## src/rtl/gin_multicast.sv

```systemverilog
// Global input network: multicasts one GLB word to every PE whose scan-loaded
// (row ID, column ID) matches the word's tag. Upstream is held until all targets accept.
module gin_multicast #(
    parameter int NUM_ROW  = 6,
    parameter int NUM_COL  = 8,
    parameter int XID_BITS = 5,
    parameter int YID_BITS = 3,
    parameter int DATA_W   = 32
) (
    input  logic                         clk,
    input  logic                         rst,
    input  logic                         set_XID,
    input  logic [XID_BITS-1:0]          XID_scan_in,
    input  logic                         set_YID,
    input  logic [YID_BITS-1:0]          YID_scan_in,
    input  logic                         in_valid,
    output logic                         in_ready,
    input  logic [DATA_W-1:0]            in_data,
    input  logic [XID_BITS-1:0]          in_tag_X,
    input  logic [YID_BITS-1:0]          in_tag_Y,
    output logic [NUM_ROW*NUM_COL-1:0]   pe_valid,
    input  logic [NUM_ROW*NUM_COL-1:0]   pe_ready,
    output logic [DATA_W-1:0]            pe_data,
    output logic                         busy,
    output logic [15:0]                  drop_cnt
);

    localparam int N = NUM_ROW * NUM_COL;

    localparam logic [0:0] S_IDLE    = 1'b0;
    localparam logic [0:0] S_DELIVER = 1'b1;

    localparam logic [XID_BITS-1:0] X_RSV = '1;
    localparam logic [YID_BITS-1:0] Y_RSV = '1;

    logic [0:0]                        state_q, state_d;
    logic [N-1:0]                      pend_q, pend_d;
    logic [DATA_W-1:0]                 dbuf_q, dbuf_d;
    logic [15:0]                       drop_q, drop_d;
    logic [NUM_ROW-1:0][YID_BITS-1:0]  yid_q, yid_d;
    logic [N-1:0][XID_BITS-1:0]        xid_q, xid_d;

    logic [N-1:0] match;
    logic [N-1:0] rem;
    logic         free;
    logic         accept;

    // Match always uses the IDs as registered, never the value being shifted in.
    always_comb begin
        match = '0;
        if (in_tag_X != X_RSV && in_tag_Y != Y_RSV) begin
            for (int r = 0; r < NUM_ROW; r++) begin
                for (int c = 0; c < NUM_COL; c++) begin
                    match[r*NUM_COL+c] = (yid_q[r] == in_tag_Y) &&
                                         (xid_q[r*NUM_COL+c] == in_tag_X);
                end
            end
        end
    end

    assign rem      = pend_q & ~pe_ready;
    assign free     = (state_q == S_IDLE) || (rem == '0);
    assign in_ready = rst & free;
    assign accept   = in_valid & in_ready;

    assign pe_valid = pend_q;
    assign pe_data  = dbuf_q;
    assign busy     = (state_q == S_DELIVER);
    assign drop_cnt = drop_q;

    always_comb begin
        // NOTE: every *_d gets a default before any branch so no latch is inferred.
        state_d = state_q;
        pend_d  = rem;
        dbuf_d  = dbuf_q;
        drop_d  = drop_q;
        if (free) begin
            state_d = S_IDLE;
            pend_d  = '0;
            if (accept) begin
                dbuf_d = in_data;
                if (match == '0) begin
                    if (drop_q != 16'hFFFF) drop_d = drop_q + 16'd1;
                end else begin
                    pend_d  = match;
                    state_d = S_DELIVER;
                end
            end
        end
    end

    always_comb begin
        yid_d = yid_q;
        xid_d = xid_q;
        if (set_YID) begin
            yid_d[0] = YID_scan_in;
            for (int k = 1; k < NUM_ROW; k++) yid_d[k] = yid_q[k-1];
        end
        if (set_XID) begin
            xid_d[0] = XID_scan_in;
            for (int i = 1; i < N; i++) xid_d[i] = xid_q[i-1];
        end
    end

    always_ff @(posedge clk or negedge rst) begin
        if (!rst) begin
            state_q <= S_IDLE;
            pend_q  <= '0;
            dbuf_q  <= '0;
            drop_q  <= '0;
            // NOTE: the ID chains are reset because all-ones is the functional "unassigned" ID.
            yid_q   <= '1;
            xid_q   <= '1;
        end else begin
            // NOTE: sequential state uses non-blocking assignments only.
            state_q <= state_d;
            pend_q  <= pend_d;
            dbuf_q  <= dbuf_d;
            drop_q  <= drop_d;
            yid_q   <= yid_d;
            xid_q   <= xid_d;
        end
    end

endmodule

```

## config.mk

```make
export PLATFORM = sky130hd
export DESIGN_NAME = gin_multicast
export DESIGN_NICKNAME = d
export VERILOG_FILES = /design/src/rtl/gin_multicast.sv
export SDC_FILE = /design/constraint.sdc
export NUM_CORES = 1
export LEC_CHECK = 0
export ABC_AREA = 1
export CAP_MARGIN = 0
export CORE_MARGIN = 1.5
export CORE_UTILIZATION = 50
export DETAILED_ROUTE_END_ITERATION = 12
export HOLD_SLACK_MARGIN = 0.06
export PLACE_DENSITY = 0.72
export SKIP_LAST_GASP = 1
export SLEW_MARGIN = 25
export SYNTH_ARGS = -nofsm -noshare
export SYNTH_HDL_FRONTEND = slang
export SYNTH_SLANG_ARGS = --single-unit
```

## constraint.sdc

```tcl
create_clock -name clk -period 2.57 [get_ports clk]
set_input_delay 0.257 -clock clk [delete_from_list [all_inputs] [get_ports clk]]
set_output_delay 0.257 -clock clk [all_outputs]
set_load 0.02 [all_outputs]
```

Word-level counts from Yosys, hierarchy flattened
Index checks and enable logic that the tools add are counted.
- bits in registers: 355
- bits of input ports: 101
- output and inout port bits: 98
- $add $sub $neg: 1
- equality and inequality tests: 57
- multiplexer cells: 6
- bitwise operators: 5
- reductions and logical operators: 54
- operator list (operator ; number):
    $eq 5x5->1 ; 48
    $mux 48 ; 4
    $logic_not 48->1 ; 2
    $logic_and 1x1->1 ; 49
    $and 48x48->48 ; 1
    $not 48->48 ; 1
    $eq 3x3->1 ; 6
    $add 16x1->16 const B ; 1
    $ne 16x16->1 const B ; 1
    $ne 5x5->1 const B ; 1
    $reduce_and 4->1 ; 1
    $ne 3x3->1 const B ; 1
    $and 1x1->1 ; 2
    $mux 1 ; 2
    $reduce_and 2->1 ; 1
    $logic_or 1x1->1 ; 1
    $not 1->1 ; 1

Logic depth before layout (Yosys ltp)
- depth after elaboration: 8
- depth in mapped cells: 18

Worst setup path after synthesis
OpenSTA, ideal clock, no wires.
- path kind: flip-flop to flip-flop
- from: register drop_q[0], in the netlist drop_cnt[0]
- to: register drop_q[11], in the netlist drop_cnt[11]
- arrival time: 1.904 ns
- setup slack: 0.600 ns
- cell stages (with the launch flop): 11
- buffers on the path: 1
- period minus slack after synthesis: 1.970 ns
- path through: dfrtp_1 -> ha_1 -> nand3_1 -> nor2_1 -> nand2_1 -> nor2_1 -> nand4_1 -> nand4_2 -> buf_6 -> nand2_1 -> nand2_1
- cells in the longest elaborated chain, start to end: 2
- RTL lines (what ; RTL line ; RTL):
    start: declaration ; 39 ; logic [15:0] drop_q, drop_d;
    start signal: assignment ; 119 ; drop_q <= drop_d;
    parallel branches: the longest is 2 deep, another holds $add 16x1->16 ; - ;
Parallel ways; which one is timed is not known.
A chain may end at the register's enable or synchronous reset.

Final worst setup path
- from: register yid_q[3] (netlist name)
- to: register drop_q[15], in the netlist drop_cnt[15]
- cells in the longest elaborated chain, start to end: 5
- RTL lines (what ; RTL line ; RTL):
    start: declaration ; 40 ; logic [NUM_ROW-1:0][YID_BITS-1:0] yid_q, yid_d;
    start signal: assignment ; 120 ; yid_q <= yid_d;
    $eq 3x3->1 (*) ; 54 ; match[r*NUM_COL+c] = (yid_q[r] == in_tag_Y) &&
    $logic_and 1x1->1 ; 54 ;
    $mux 48 (*) ; 51 ; if (in_tag_X != X_RSV && in_tag_Y != Y_RSV) begin
    $logic_not 48->1 (*) ; 82 ; if (match == '0) begin
    $reduce_and 4->1 (no line) (*) ; - ;
Every way passes the cells marked *; elsewhere a longest branch is shown, timed or not.

==> metrics.yaml <==
r2r_slack_ns: 0.19
clock_latency_ns: 0.56
netlist_instances: 2496
cp_common_cell: "nand2_1"
whs_ns: 0.234
crit_fanout: 16
rr_worst_depth: 16
finalCriticalPeriod_ns: 2.38
ant_nets: 0
finalHoldViolations: 0
grt_max_degree: 179
layout-drive-gt1-share_pct: 17.5
syn_area_per_cell_um2: 7.46
grt_pass1_wl_mm: 83.7
p_sw_w: 0.00485
worst_setup_path_start_kind: "register"
critPathKind: "reg2reg"
path_clk_slew_ns: 0.06
r2r_start: "yid_q[3]"
nets: 2849
place_area_um2: 21800
gr-usage-met1_pct: 36.8
cp.arrival_ns: 2.81
p_total_w: 0.0167
coreArea_um2: 36600
timing.slew.headroom_pct: 29.9
ys_seq_elements: 355
antennaDiodeCount: 0
syn-num-nets: 2598
grt_antenna_before_repair: 1
critPathTopFamily: "simple AND/OR/NAND/NOR gates"
final_cell_mix: "978 x nand2_1, 285 x inv_1, 258 x dfstp_2"
worst_setup_path_end_kind: "register"
min_from: "YID_scan_in[1]"
clockRootBuffer: "clkbuf_16"
path_buf_inv: 2
post-place-ws_ns: -0.241
finalSetupViolCount: 0
die_area_um2: 38400
num_rows: 70
leakage_nw: 10.9
rsz0062_at_grt: "false"
final-max-slew-violation-count: 0
hold_depth: 3
ys_seq_area_share_pct: 49.4
layout_commonest_cell: "nand2_1"
initial_utilization_pct: 50.9
io_pins: 199
ys_warn_count: 0
cts_max_path_buffers: 3
htreeDepth: 2
max_stage_delay_ns: 0.55
die_h_um: 196
drc_errors: 0
top_usage_layer: "met2"
cpMaxStageDelayCell: "dfstp_2"
internal_power_w: 0.0118
power_frac_seq_pct: 44.2
grt_pass1_vias: 16000
pwr-share-clk_pct: 37.1
worstMarginPinSlew_ns: 1.05
gr-usage-met3_pct: 5.16
ir_drop_mv: 0.614
finalClockSkew_ns: 0.0258
numCtsBuffers: 40
vias: 16600
area_delta_synth_final_pct: 24.7
globalplace.congestion: 0.906
hpwl_mm: 38.1
power_density_nw_per_um2: 718
track_usage_pct: 27.3
wirelength_mm: 52.3
avgRoutedWirePerCell_um: 16.1
postLayoutCellArea_um2: 23200
vias_per_cell: 5.11
chipWidth_um: 196
worstPathRequired_ns: 3.00
setup_ws_ns: 0.186
cts_sinks: 355
p_comb_share_pct: 18.7
drt_iter0_drc: 1075
gr-usage-met2_pct: 44.7
outcome: "complete, no violations"
min_to: "yid_q[1]"
rr_endpoint: "drop_cnt[15]"
port_buffers: 198
min_period_over_period_pct: 92.8
maxCapViolCount: 0
hold_class: "in2reg"
post_cts_buffers: 0
swShare_pct: 29.1
fmax_ghz: 0.419
syn-cell-area_um2: 18600
path_cells: "inv_1, nand2_1, nand2_1, nor2_1, nand2_1, nor2_1, nand2_1, nand2_1, nor2_1, nand2_1, nor2_1, nand2_1, nor2_4, buf_12, nand4_1, nand2_1"
cts_tree: "built"
gr-total-overflow: 0
first_pass_iters: 7
synth_cell_type_count: 31
-- timing repair --
item / CTS / global route
gates resized for setup: 1 / 3
hold buffers: 2 / 0
endpoints found under the hold margin: 40 / 0
endpoints found under the setup margin: 1 / 2
-- per-stage QoR --
step	TNS, ns	std cells	utilization (%)
final	0	3246	63.4
after global routing	0	3246	63.4
after CTS	0	3246	63.4
after detailed placement	-3.72	3171	59.4
after global placement	-3.36	3171	59.4
after floorplan	0	2496	-
-- flip-flops by register name, summed over array words and instances, names as in the netlist --
register / cells
xid_q: 240
yid_q: 18
pe_valid: 48
drop_cnt: 16
busy: 1
pe_data: 32
-- metal layers --
| layer | share of wire (%) | wire length [um] |
|---|---|---|
| met4 | 2.8 | 1460 |
| met5 | 0.025 | 13 |
| met2 | 46 | 24300 |
| met1 | 44 | 23200 |
| met3 | 6.4 | 3360 |
-- cell families (layout without fill, tap and decap cells) --
family,after synthesis,in the layout,share of synthesized area (%)
AO/OA/AOI/OAI,319,319,8.91
XOR/XNOR,90,90,4.23
adder cells (fa/ha/maj),1,1,0.0672
buffers and inverters,412,694,9.02
flip-flops,355,355,49.4
multiplexers,9,9,0.544
AND/OR/NAND/NOR,1310,1310,27.8
-- cell usage after synthesis (all sizes together) --
cell type | number | area share [%]
xor2 | 24 | 1.1
nand4 | 54 | 1.8
a21oi | 58 | 1.6
nand2 | 978 | 20
inv | 289 | 5.8
dfrtp | 97 | 13
nor3 | 9 | 0.24
and2 | 1 | 0.034
mux2 | 9 | 0.54
nor2 | 209 | 4.3
o21ai | 221 | 6.0
o22ai | 39 | 1.3
ha | 1 | 0.067
nand3 | 53 | 1.5
nand3b | 4 | 0.16
xnor2 | 66 | 3.1
nor4 | 1 | 0.034
dfstp | 258 | 36
clkbuf | 77 | 1.6
buf | 46 | 1.6
nor3b | 1 | 0.040
a21o | 1 | 0.040
-- power groups by stage --
stage / registers, W / clock network, W / logic [W]
2_1_floorplan: 0.00741 / 0 / 0.00188
3_3_place_gp: 0.00740 / 0 / 0.00302
3_5_place_dp: 0.00743 / 0 / 0.00310
4_1_cts: 0.00736 / 0.00629 / 0.00313
5_1_grt: 0.00747 / 0.00650 / 0.00353
6_report: 0.00737 / 0.00619 / 0.00312
-- tightest hold or removal path, stage by stage --
cell             delay [ns]
clkdlybuf4s50_1        0.40
nand2_1                0.05
o21ai_0                0.07
-- final cells by class --
cell class | instances | area [um^2]
Fill cell | 3148 | 13400
Sequential cell | 355 | 9210
Multi-Input combinational cell | 1729 | 7740
Timing Repair Buffer | 332 | 3160
Clock buffer | 59 | 1240
Inverter | 289 | 1080
Tap cell | 468 | 586
Clock inverter | 14 | 195
-- worst max path at each step --
stage | startpoint | endpoint | slack (ns) | depth (start not counted)
global placement | in_tag_Y[1] | drop_cnt[7] | -0.22 | 18
finish | yid_q[3] | drop_cnt[15] | 0.19 | 16
detailed placement | in_tag_Y[1] | drop_cnt[7] | -0.24 | 18
global route | yid_q[3] | drop_cnt[7] | 0.0009 | 15
CTS | pe_valid[28] | in_ready | 0.05 | 10
floorplan | drop_cnt[0] | drop_cnt[11] | 0.60 | 10
Power figures use the tool's default switching activity.
